## src/rtl/gpu_cmd_pkg.sv

```systemverilog
// Shared GPU sprite command word layout and helpers used by the command
// scheduler and the sprite input decoder.
package gpu_cmd_pkg;

   localparam int CMD_W   = 35;
   localparam int OP_MSB  = 34;
   localparam int OP_LSB  = 31;
   localparam int IDX_MSB = 30;
   localparam int IDX_LSB = 23;
   localparam int PAY_MSB = 22;
   localparam int DATA_W  = 27;

   localparam logic [3:0] OP_NOP = 4'd0;

   typedef enum logic {
      RR_HOST = 1'b0,
      RR_ANIM = 1'b1
   } rrSel_t;

   function automatic logic [3:0] cmdOpcode(input logic [CMD_W-1:0] cmd);
      return cmd[OP_MSB:OP_LSB];
   endfunction

   function automatic logic isNop(input logic [CMD_W-1:0] cmd);
      return cmdOpcode(cmd) == OP_NOP;
   endfunction

endpackage

```

## src/rtl/cmd_fifo.sv

```systemverilog
// Single-clock synchronous FIFO with occupancy count and synchronous clear.
// Pushes into a full FIFO and pops from an empty FIFO are ignored.
module cmd_fifo #(
   parameter int DEPTH  = 16,
   parameter int WIDTH  = 35,
   parameter int ADDR_W = $clog2(DEPTH)
) (
   input  logic              clk,
   input  logic              rstN,
   input  logic              clear,
   input  logic              push,
   input  logic              pop,
   input  logic [WIDTH-1:0]  din,
   output logic [WIDTH-1:0]  dout,
   output logic [ADDR_W:0]   count,
   output logic              full,
   output logic              empty
);

   localparam logic [ADDR_W:0] FULL_COUNT = (ADDR_W + 1)'(DEPTH);

   logic [WIDTH-1:0]  mem [DEPTH];
   logic [ADDR_W-1:0] wrPtr;
   logic [ADDR_W-1:0] rdPtr;
   logic              doPush;
   logic              doPop;

   assign full   = (count == FULL_COUNT);
   assign empty  = (count == '0);
   assign doPush = push & ~full & ~clear;
   assign doPop  = pop & ~empty & ~clear;
   assign dout   = mem[rdPtr];

   // Storage array; contents are don't-care after reset or clear.
   always_ff @(posedge clk) begin
      if (doPush) begin
         mem[wrPtr] <= din;
      end
   end

   // Pointers wrap modulo DEPTH; count is kept separately to tell full from empty.
   always_ff @(posedge clk) begin
      if (!rstN || clear) begin
         wrPtr <= '0;
         rdPtr <= '0;
         count <= '0;
      end else begin
         if (doPush) begin
            wrPtr <= wrPtr + ADDR_W'(1);
         end
         if (doPop) begin
            rdPtr <= rdPtr + ADDR_W'(1);
         end
         case ({doPush, doPop})
            2'b10:   count <= count + (ADDR_W + 1)'(1);
            2'b01:   count <= count - (ADDR_W + 1)'(1);
            default: count <= count;
         endcase
      end
   end

endmodule

```

## src/rtl/sprite_command_scheduler.sv

```systemverilog
// Round-robin merge of host and animation sprite commands into a FIFO that
// drains into the sprite decoder only during vertical blanking.
module sprite_command_scheduler
   import gpu_cmd_pkg::*;
#(
   parameter int DEPTH  = 16,
   parameter int ADDR_W = 4
) (
   input  logic              Clk,
   input  logic              ResetN,
   input  logic [CMD_W-1:0]  HostData,
   input  logic              HostValid,
   output logic              HostReady,
   input  logic [CMD_W-1:0]  AnimData,
   input  logic              AnimValid,
   output logic              AnimReady,
   input  logic              VBlank,
   input  logic              Flush,
   output logic [CMD_W-1:0]  DecodeData,
   output logic [ADDR_W:0]   Count,
   output logic              Busy
);

   logic              fifoFull;
   logic              fifoEmpty;
   logic [CMD_W-1:0]  fifoDout;
   rrSel_t            rrPtr;
   logic              hostElig;
   logic              animElig;
   logic              contend;
   logic              grantHost;
   logic              grantAnim;
   logic              pushEn;
   logic              popEn;
   logic [CMD_W-1:0]  grantWord;

   // Arbitration, no-op filtering and drain gating; full uses the pre-pop count.
   always_comb begin
      hostElig = ResetN & HostValid & ~fifoFull & ~Flush;
      animElig = ResetN & AnimValid & ~fifoFull & ~Flush;
      contend  = hostElig & animElig;
      if (contend) begin
         grantHost = (rrPtr == RR_HOST);
         grantAnim = (rrPtr == RR_ANIM);
      end else begin
         grantHost = hostElig;
         grantAnim = animElig;
      end
      if (grantHost) begin
         grantWord = HostData;
      end else begin
         grantWord = AnimData;
      end
      pushEn = (grantHost | grantAnim) & ~isNop(grantWord);
      popEn  = ResetN & VBlank & ~fifoEmpty & ~Flush;
   end

   assign HostReady = grantHost;
   assign AnimReady = grantAnim;
   assign Busy      = (Count != '0);

   cmd_fifo #(
      .DEPTH  (DEPTH),
      .WIDTH  (CMD_W),
      .ADDR_W (ADDR_W)
   ) uFifo (
      .clk   (Clk),
      .rstN  (ResetN),
      .clear (Flush),
      .push  (pushEn),
      .pop   (popEn),
      .din   (grantWord),
      .dout  (fifoDout),
      .count (Count),
      .full  (fifoFull),
      .empty (fifoEmpty)
   );

   // Round-robin pointer moves only when both requesters competed.
   always_ff @(posedge Clk) begin
      if (!ResetN) begin
         rrPtr <= RR_HOST;
      end else if (contend) begin
         rrPtr <= grantHost ? RR_ANIM : RR_HOST;
      end else begin
         rrPtr <= rrPtr;
      end
   end

   // Decoder bus carries the popped word for one cycle, otherwise the no-op word.
   always_ff @(posedge Clk) begin
      if (!ResetN) begin
         DecodeData <= '0;
      end else if (popEn) begin
         DecodeData <= fifoDout;
      end else begin
         DecodeData <= '0;
      end
   end

endmodule

```

## config.mk

```make
export PLATFORM = sky130hd
export DESIGN_NAME = sprite_command_scheduler
export DESIGN_NICKNAME = d
export VERILOG_FILES = /design/src/rtl/gpu_cmd_pkg.sv /design/src/rtl/cmd_fifo.sv /design/src/rtl/sprite_command_scheduler.sv
export SDC_FILE = /design/constraint.sdc
export NUM_CORES = 1
export LEC_CHECK = 0
export CAP_MARGIN = 20
export CORE_MARGIN = 10
export CORE_UTILIZATION = 40
export DETAILED_ROUTE_END_ITERATION = 8
export MAX_ROUTING_LAYER = met4
export SLEW_MARGIN = 20
export SYNTH_ARGS = -nofsm -noshare
export SYNTH_HDL_FRONTEND = slang
export SYNTH_SLANG_ARGS = --single-unit
```

## constraint.sdc

```tcl
create_clock -name Clk -period 6.3 [get_ports Clk]
set_clock_uncertainty 0.1 [all_clocks]
set_input_delay 0.945 -clock Clk [delete_from_list [all_inputs] [get_ports Clk]]
set_output_delay 0.945 -clock Clk [all_outputs]
set_load 0.02 [all_outputs]
```

==> results of run 1 <==
## how the worst max path moves through the flow
stage	cells past startpoint	to	start
3_3_place_gp	6	uFifo.mem[0][22]	HostValid
2_1_floorplan	4	uFifo.mem[3][0]	HostValid
6_report	4	HostReady	ResetN
4_1_cts	4	HostReady	ResetN
5_1_grt	4	HostReady	ResetN
3_5_place_dp	6	uFifo.mem[0][18]	HostValid
## cell usage in the layout (no fill, tap or decap), drive strengths merged, types with 3 or more instances in the layout
master | netlist | routed
mux2 | 70 | 70
mux2i | 40 | 40
inv | 5 | 5
nand2 | 40 | 40
bufinv | 0 | 6
o21ai | 37 | 37
clkinvlp | 0 | 7
nand3 | 6 | 6
buf | 38 | 20
ha | 9 | 9
a21oi | 4 | 4
and2 | 4 | 4
nor4 | 3 | 3
nor2 | 12 | 12
clkdlybuf4s50 | 0 | 118
clkinv | 0 | 30
edfxtp | 560 | 560
nor2b | 3 | 3
dfxtp | 49 | 49
and3 | 17 | 17
xor2 | 5 | 5
mux4 | 140 | 140
clkbuf | 19 | 68
## layout make-up
class                      instances  area share, %
clock inverter                    43           1.34
sequential                       609           64.5
timing repair buffer             138           4.91
clock buffer                      68           5.66
tap                              773           3.50
multi-input combinational        413           20.0
inverter                           5         0.0680
## cells by family (layout without fill, tap and decap cells)
group / Yosys count / in the layout / share of synthesized area [%]
XOR/XNOR: 6 / 6 / 0.222
flip-flops: 609 / 609 / 75.3
AO/OA/AOI/OAI: 53 / 53 / 1.64
AND/OR/NAND/NOR: 94 / 94 / 2.02
buffers and inverters: 62 / 254 / 1.40
adder cells (fa/ha/maj): 10 / 10 / 0.561
multiplexers: 250 / 250 / 18.8
## critical path: stages
cell and delay (ps):
clkdlybuf4s50_1 490, nor2b_1 590, and3_2 340, clkdlybuf4s50_1 810
## state kept, by name, summed over array words and instances (netlist names)
register / flops
rrPtr: 1
uFifo.wrPtr: 4
DecodeData: 35
uFifo.mem: 560
uFifo.count: 5
uFifo.rdPtr: 4
## layer usage
metal | up-vias | wire length [um] | GRT usage, %
li1 | 4781 | - | -
met1 | 5672 | 22300 | 19.8
met2 | 311 | 23000 | 22.0
met3 | 78 | 2660 | 2.69
met4 | 0 | 1030 | 3.99
met5 | - | 0 | -
## power by group
part	leakage, nW	internal (W)	total (W)	switching (W)
clock	0.939	0.00202	0.00350	0.00148
sequential	5.44	0.00445	0.00446	0.00000736
combinational	2.16	0.0000937	0.000217	0.000124
## through the flow
step | instance area [um^2] | hold slack (ps) | utilization (%) | setup WS, ps
2_1_floorplan | 23600 | 377 | - | 1580
3_3_place_gp | 25700 | 404 | 43.7 | 1830
3_5_place_dp | 25700 | 420 | 43.7 | 1600
4_1_cts | 27600 | 427 | 47.0 | 2060
5_1_grt | 27600 | 466 | 47.0 | 1980
6_report | 27600 | 426 | 47.0 | 2070
==> out/metrics.csv, run 1 <==
metric,value,unit
status,finished clean,
largest net degree at the start of global routing,82,
commonest cells in the netlist,"edfxtp_1 (560), mux4_2 (140), dfxtp_1 (49)",
Worst Tran Pin Value,1110,ps
CTS tree,yes,
asr flop ratio synth,0,%
Buffers on Ports,118,
CTS Buf Count,61,
Placer Congestion,0.739,
vias,10800,
sequential area share after synthesis,75.3,%
Initial DRC Count,774,
DRC,0,
syn nets,1170,
"EDFF count, synth",560,
mapped cell area,0.0236,mm^2
Final #Nets,1314,
Vias/cell,5.29,
die width,263,um
"Hold Vio Cnt, Final",0,
wire length per cell,23.9,um
Fillers,4909,
RSZ-0062 raised after global routing,no,
Fmax,0.237,GHz
initial antenna violation count,1,
Cell Rows,89,
non-filler cells in the finished layout,2049,
Hold WC Path Type,flop to flop,
synthesized flop and latch total,609,
clk slew on worst S/H paths,70,ps
total wire length,48900,um
Critical R2R Launch,rrPtr,
HPWL Detailed,27100,um
clk buf depth,3,
HP Start,uFifo.wrPtr[0],
FF/Latch Area,0.0178,mm^2
Tmin final,4230,ps
Synth Flop Type,edfxtp_1,
Hold Crit Depth,2,
# setup viols final,0,
max_cap viols,0,
Hold Path Sink,uFifo.wrPtr[0],
Die ar.,0.0692,mm^2
First-pass DRT Iterations,5,
share of cells above drive strength 1,28.3,%
IO Count,119,
post-cts hold buffer count,0,
"count leader, synth",edfxtp_1,
FF-to-FF End,uFifo.mem[6][33],
"top cells by area, synth","edfxtp_1 (71%), mux4_2 (13%), dfxtp_1 (4.2%)",
# placed instances,1938,
top-area cell type share of the netlist area,71.2,%
Multi-input gate area,0.00554,mm^2
Reg2Reg Depth,5,
CP Data Arrival Time,3180,ps
global-route wire length before repair,74700,um
CTS Sinks,609,
GRT Util Overall,14.5,%
Synthesis Warnings,0,
pwr dens,296,mW/mm^2
CTS H-tree lvls,2,
Routed Antenna Nets,0,
Max VDD drop,0.196,mV
initial core utilization,40.2,%
# Post-CTS Setup Buffers,0,
"Avg Cell Area, Syn",21.8,um^2
# resized after CTS,0,
total power,0.00818,W
Die Y,263,um
Synth area leader,edfxtp_1,
Worst R2R Setup Slack,2740,ps
Syn-to-layout area delta,16.9,%
Critical Path RT,5250,ps
share of the clock period used by the worst path,67.1,%
max-slew violations,0,
CP endpoint kind,primary output,
vias in the first global route,11800,
crit path kind,input port to primary output,
Setup TNS,0,ps
Core Area,0.0588,mm^2
Mapped Cells,1084,
crit start category,input port,
crit path max fanout,9,
Yosys cell types,46,
"Clk Latency, worst-skew pair",610,ps
Lkg Pwr,8.54,nW
Rel. slew slack,26.2,%
# diodes,0,
Root Driver,clkbuf_16,
remaining global-route overflow,0,
Note: power is estimated with default switching activity, not from simulation.
==> run 2: changes to the inputs <==
==> constraint.sdc (replaced) <==
create_clock -name Clk -period 4.3 [get_ports Clk]
set_clock_uncertainty 0.1 [all_clocks]
set_input_delay 0.645 -clock Clk [delete_from_list [all_inputs] [get_ports Clk]]
set_output_delay 0.645 -clock Clk [all_outputs]
set_load 0.02 [all_outputs]
==> run 2 against run 1 <==
First-iteration DRC count is 6.8% lower. Clock power up 40%. Via count up 2.4%. Critical path depth unchanged. Cell count grew 1.6%. Global-route usage grew 0.31 points. Sequential cell count unchanged. Clock-buffer cell count grew 14. Combinational power increased by 50%. Final area up 0.98%. Non-clock buffer count grew 32. Worst hold slack gained 18 ps. Critical endpoint unchanged. Highest routed layer unchanged.
==> out/metrics.csv, run 2 (same netlist as run 1, synthesis figures left out) <==
metric,value,unit,change
crit start category,flop,,was input port
crit-path cells,nor4_4 > nand2_1 > and3_2 > clkdlybuf4s50_1,,was clkdlybuf4s50_1 > nor2b_1 > and3_2 > clkdlybuf4s50_1
Routed Antenna Nets,0,,unchanged
Reg2Reg Depth,10,,was 5
Fillers,4873,,was 4909
post-cts hold buffer count,0,,unchanged
Largest register FFs,560,,unchanged
Multi-input gate area,0.00553,mm^2,was 0.00554 mm^2
Initial DRC Count,721,,was 774
"Clk Latency, worst-skew pair",610,ps,about the same
CP max stage delay,670,ps,was 810 ps
max-slew violations,0,,unchanged
"Hold Vio Cnt, Final",0,,unchanged
pwr dens,422,mW/mm^2,was 296 mW/mm^2
crit path kind,flop to primary output,,was input port to primary output
RSZ-0062 raised after global routing,no,,unchanged
crit path max fanout,6,,was 9
clk buf depth,3,,unchanged
WP buf/inv,1,,was 2
Worst Tran Pin Value,908,ps,was 1110 ps
# Post-CTS Setup Buffers,0,,unchanged
FF/Latch Area,0.0178,mm^2,unchanged
Final #Nets,1344,,was 1314
IO Count,119,,unchanged
Placer Congestion,0.737,,was 0.739
Core Area,0.0588,mm^2,unchanged
Syn-to-layout area delta,18.0,%,was 16.9%
CTS Sinks,609,,unchanged
CTS Buf Count,59,,was 61
vias in the first global route,11900,,was 11800
initial antenna violation count,0,,was 1
CTS H-tree lvls,2,,unchanged
most frequent cells in the layout,"edfxtp_1 (560), mux4_2 (140), clkdlybuf4s50_1 (118), clkbuf_16 (59), dfxtp_1 (46)",,"was edfxtp_1 (560), mux4_2 (140), clkdlybuf4s50_1 (118), clkbuf_16 (61), dfxtp_1 (46)"
global-route wire length before repair,75500,um,was 74700 um
CP endpoint kind,primary output,,unchanged
total wire length,50100,um,was 48900 um
"commonest non-fill, non-tap cell in the layout",edfxtp_1,,unchanged
Cell Rows,89,,unchanged
vias,11100,,was 10800
Vias/cell,5.33,,was 5.29
clk slew on worst S/H paths,60,ps,was 70 ps
HPWL Detailed,29300,um,was 27100 um
"Slowest-stage cell, CP",clkdlybuf4s50_1,,unchanged
die width,263,um,unchanged
critical path depth in cells,4,,unchanged
Setup TNS,0,ps,unchanged
status,finished clean,,unchanged
Lkg Pwr,8.70,nW,was 8.54 nW
cell family with most CP delay,simple AND/OR/NAND/NOR gates,,was buffers and inverters
Buffers on Ports,118,,unchanged
Max VDD drop,0.291,mV,was 0.196 mV
Critical Path RT,3560,ps,was 5250 ps
wire length per cell,24.1,um,was 23.9 um
Rel. slew slack,39.3,%,was 26.2%
Hold Crit Depth,2,,unchanged
DRC,0,,unchanged
max_cap viols,0,,unchanged
Largest Register,uFifo.mem,,unchanged
First-pass DRT Iterations,5,,unchanged
total power,0.0118,W,was 0.00818 W
share of the clock period used by the worst path,78.0,%,
GRT Util Overall,14.8,%,was 14.5%
Fmax,0.298,GHz,
initial core utilization,40.2,%,unchanged
Root Driver,clkbuf_16,,unchanged
Tmin final,3360,ps,
Die ar.,0.0692,mm^2,unchanged
remaining global-route overflow,0,,unchanged
CP Data Arrival Time,2610,ps,was 3180 ps
share of cells above drive strength 1,29.1,%,was 28.3%
Die Y,263,um,unchanged
# resized after CTS,0,,unchanged
CTS tree,yes,,unchanged
largest net degree at the start of global routing,58,,was 82
Top Registers,"uFifo.mem (560), DecodeData (35), uFifo.count (5)",,unchanged
# setup viols final,0,,unchanged
Hold WC Path Type,flop to flop,,unchanged
-- run 2: cell count changes in the layout (fill, tap and decap cells not counted), sizes merged --
cell | before | now
buf | 20 | 52
clkbuf | 68 | 82
clkinv | 30 | 22
clkinvlp | 7 | 0
inv | 5 | 8
bufinv | 6 | 4
diode | 0 | 1
-- run 2: stage by stage --
stage / hold slack, ps / instance area [um^2] / std cells / util (%) / setup slack (ps)
6_report: 443 / 27900 / 2082 / 47.4 / 944
5_1_grt: 491 / 27900 / 2081 / 47.4 / 756
4_1_cts: 445 / 27900 / 2081 / 47.4 / 867
3_5_place_dp: 433 / 26100 / 1970 / 44.3 / 676
3_3_place_gp: 406 / 26100 / 1970 / 44.3 / 751
2_1_floorplan: 378 / 23600 / 1084 / - / 938
-- run 2: final cells by class --
class / instances / area share (%)
Clock inverter: 29 / 0.870
Clock buffer: 82 / 5.67
Multi-Input combinational cell: 413 / 19.8
Sequential cell: 609 / 63.9
Timing Repair Buffer: 170 / 6.22
Inverter: 5 / 0.0673
Tap cell: 773 / 3.47
Antenna cell: 1 / 0.00897
-- run 2: power by group --
part           internal (W)  switching, W  leakage (nW)
combinational      0.000145      0.000181          2.36
sequential          0.00652     0.0000112          5.44
clock               0.00280       0.00210         0.897
total               0.00947       0.00229          8.70
-- run 2: path summary, 6_finish.rpt --
path / from / to / slack, ps
max: uFifo.count[0] / HostReady / 940
min: uFifo.wrPtr[0] / uFifo.wrPtr[0] / 440
max reg2reg: uFifo.count[0] / uFifo.count[4] / 1400
min reg2reg: uFifo.wrPtr[0] / uFifo.wrPtr[0] / 440
-- run 2: layer usage --
| metal | wire length [um] | share of wire, % | up-vias | GRT usage, % |
|---|---|---|---|---|
| li1 | - | - | 4843 | - |
| met1 | 22800 | 46 | 5956 | 19.6 |
| met2 | 24600 | 49 | 226 | 23.6 |
| met3 | 1780 | 3.5 | 76 | 2.25 |
| met4 | 914 | 1.8 | 0 | 3.76 |
| met5 | 0 | 0 | - | - |
-- run 2: tightest hold or removal path: stages (launching register included) --
cell and delay (ps):
dfxtp_1 350, nand2_1 70, o21ai_0 70
==> patch (config.mk and constraints of run 1) <==
`ADDR_W`: 4 -> 3.
--- a/src/rtl/sprite_command_scheduler.sv
+++ b/src/rtl/sprite_command_scheduler.sv
@@ -4,7 +4,7 @@
    import gpu_cmd_pkg::*;
 #(
    parameter int DEPTH  = 16,
-   parameter int ADDR_W = 4
+   parameter int ADDR_W = 3
 ) (
    input  logic              Clk,
    input  logic              ResetN,
Interface: changed (resized Count); port bits go from 119 to 118. No check against the original RTL was run, so the function may have changed too.
==> patch against run 1 <==
- sequential power is 48% lower
- synthesized area fell by 47%
- setup slack better by 0.29 ns
- sequential cell count down 283
- routed wire length shrank 48%
- largest power group unchanged
- final area fell by 45%
- highest routed layer unchanged
- power shrank 47%
- combinational power fell by 58%
==> patch: results (changes against run 1) <==
| Metric | Value |
|---|---|
| Crit-path max FO | `6 (was 9)` |
| Routed WL | `25.24 mm (was 48.93 mm)` |
| Post-placement cell area | `14200 um2 (was 25680 um2)` |
| Inserted Clock Buffers | `34 (was 61)` |
| Overall Global Routing Usage | `0.1362 (was 0.1447)` |
| Clk_buf instances | `49 (was 68)` |
| 1st-iter DRT viols | `314 (was 774)` |
| Signal buffers | `131 (was 138)` |
| Standby leakage power | `4.900 nW (was 8.541 nW)` |
| Layout area overhead | `21.92% (was 16.89%)` |
| Layout multi-input combinational cell count | `240 (was 413)` |
| Clk power | `1.92 mW (was 3.50 mW)` |
| Maximum VDD drop | `0.0001631 V (was 0.0001959 V)` |
| Inverters excl. clock | `7 (was 5)` |
| Fraction of area in multi-input gates | `0.2011 (was 0.2004)` |
| Mux cell area share after synthesis | `0.1967 (was 0.1884)` |
| Drt pass-1 iters | `4 (was 5)` |
| Fill cells | `2504 (was 4909)` |
| # port buffers | `117 (was 118)` |
| Vias per std cell | `5.145 (was 5.291)` |
| Register area share after synthesis | `0.7430 (was 0.7532)` |
| Critical Path AT | `2.89 ns (was 3.18 ns)` |
| Largest regs | `uFifo.mem (280), DecodeData (35), uFifo.count (4) (was uFifo.mem (560), DecodeData (35), uFifo.count (5))` |
| Signal buffers share of area | `0.08419 (was 0.04911)` |
| Status | `finished clean (unchanged)` |
| Vias in the first global route | `6752 (was 11770)` |
| Flip-flop and latch area | `9340 um2 (was 17810 um2)` |
| Comb power | `0.0921 mW (was 0.217 mW)` |
| Post-Synth XOR/XNOR Area | `0.002790 (was 0.002224)` |
| Synth Instances | `603 (was 1084)` |
| Worst skew pair latency | `0.50 ns (was 0.61 ns)` |
| Area fraction in compound gates after synthesis | `0.004584 (was 0.01636)` |
| Clock-cell share | `0.07054 (was 0.06999)` |
| Fraction of layout instances using a drive strength above 1 | `0.2363 (was 0.2829)` |
| Pin count of the biggest net entering global routing | `73 (was 82)` |
patch: cells by family after synthesis:
kind of cell             Yosys count
AND/OR/NAND/NOR                   77
flip-flops                       326
AO/OA/AOI/OAI                      9
multiplexers                     144
buffers and inverters             37
XOR/XNOR                           4
adder cells (fa/ha/maj)            6
patch: per-layer routing:
| metal | share of wire | routed length, um | vias to the layer above | track usage |
|---|---|---|---|---|
| met4 | 0.014 | 347 | 0 | 0.03275 |
| met5 | 0 | 0 | - | - |
| li1 | - | - | 2709 | - |
| met1 | 0.43 | 10860 | 3100 | 0.1650 |
| met2 | 0.51 | 12880 | 140 | 0.2296 |
| met3 | 0.046 | 1155 | 30 | 0.02845 |
patch: worst paths after layout:
path,start,slack [ns],cells after the start,to
worst min register to register,rrPtr,0.38,1,rrPtr
worst max register to register,uFifo.count[0],3.23,9,uFifo.count[3]
worst max-delay path,ResetN,2.37,6,HostReady
worst min-delay path,rrPtr,0.38,1,rrPtr
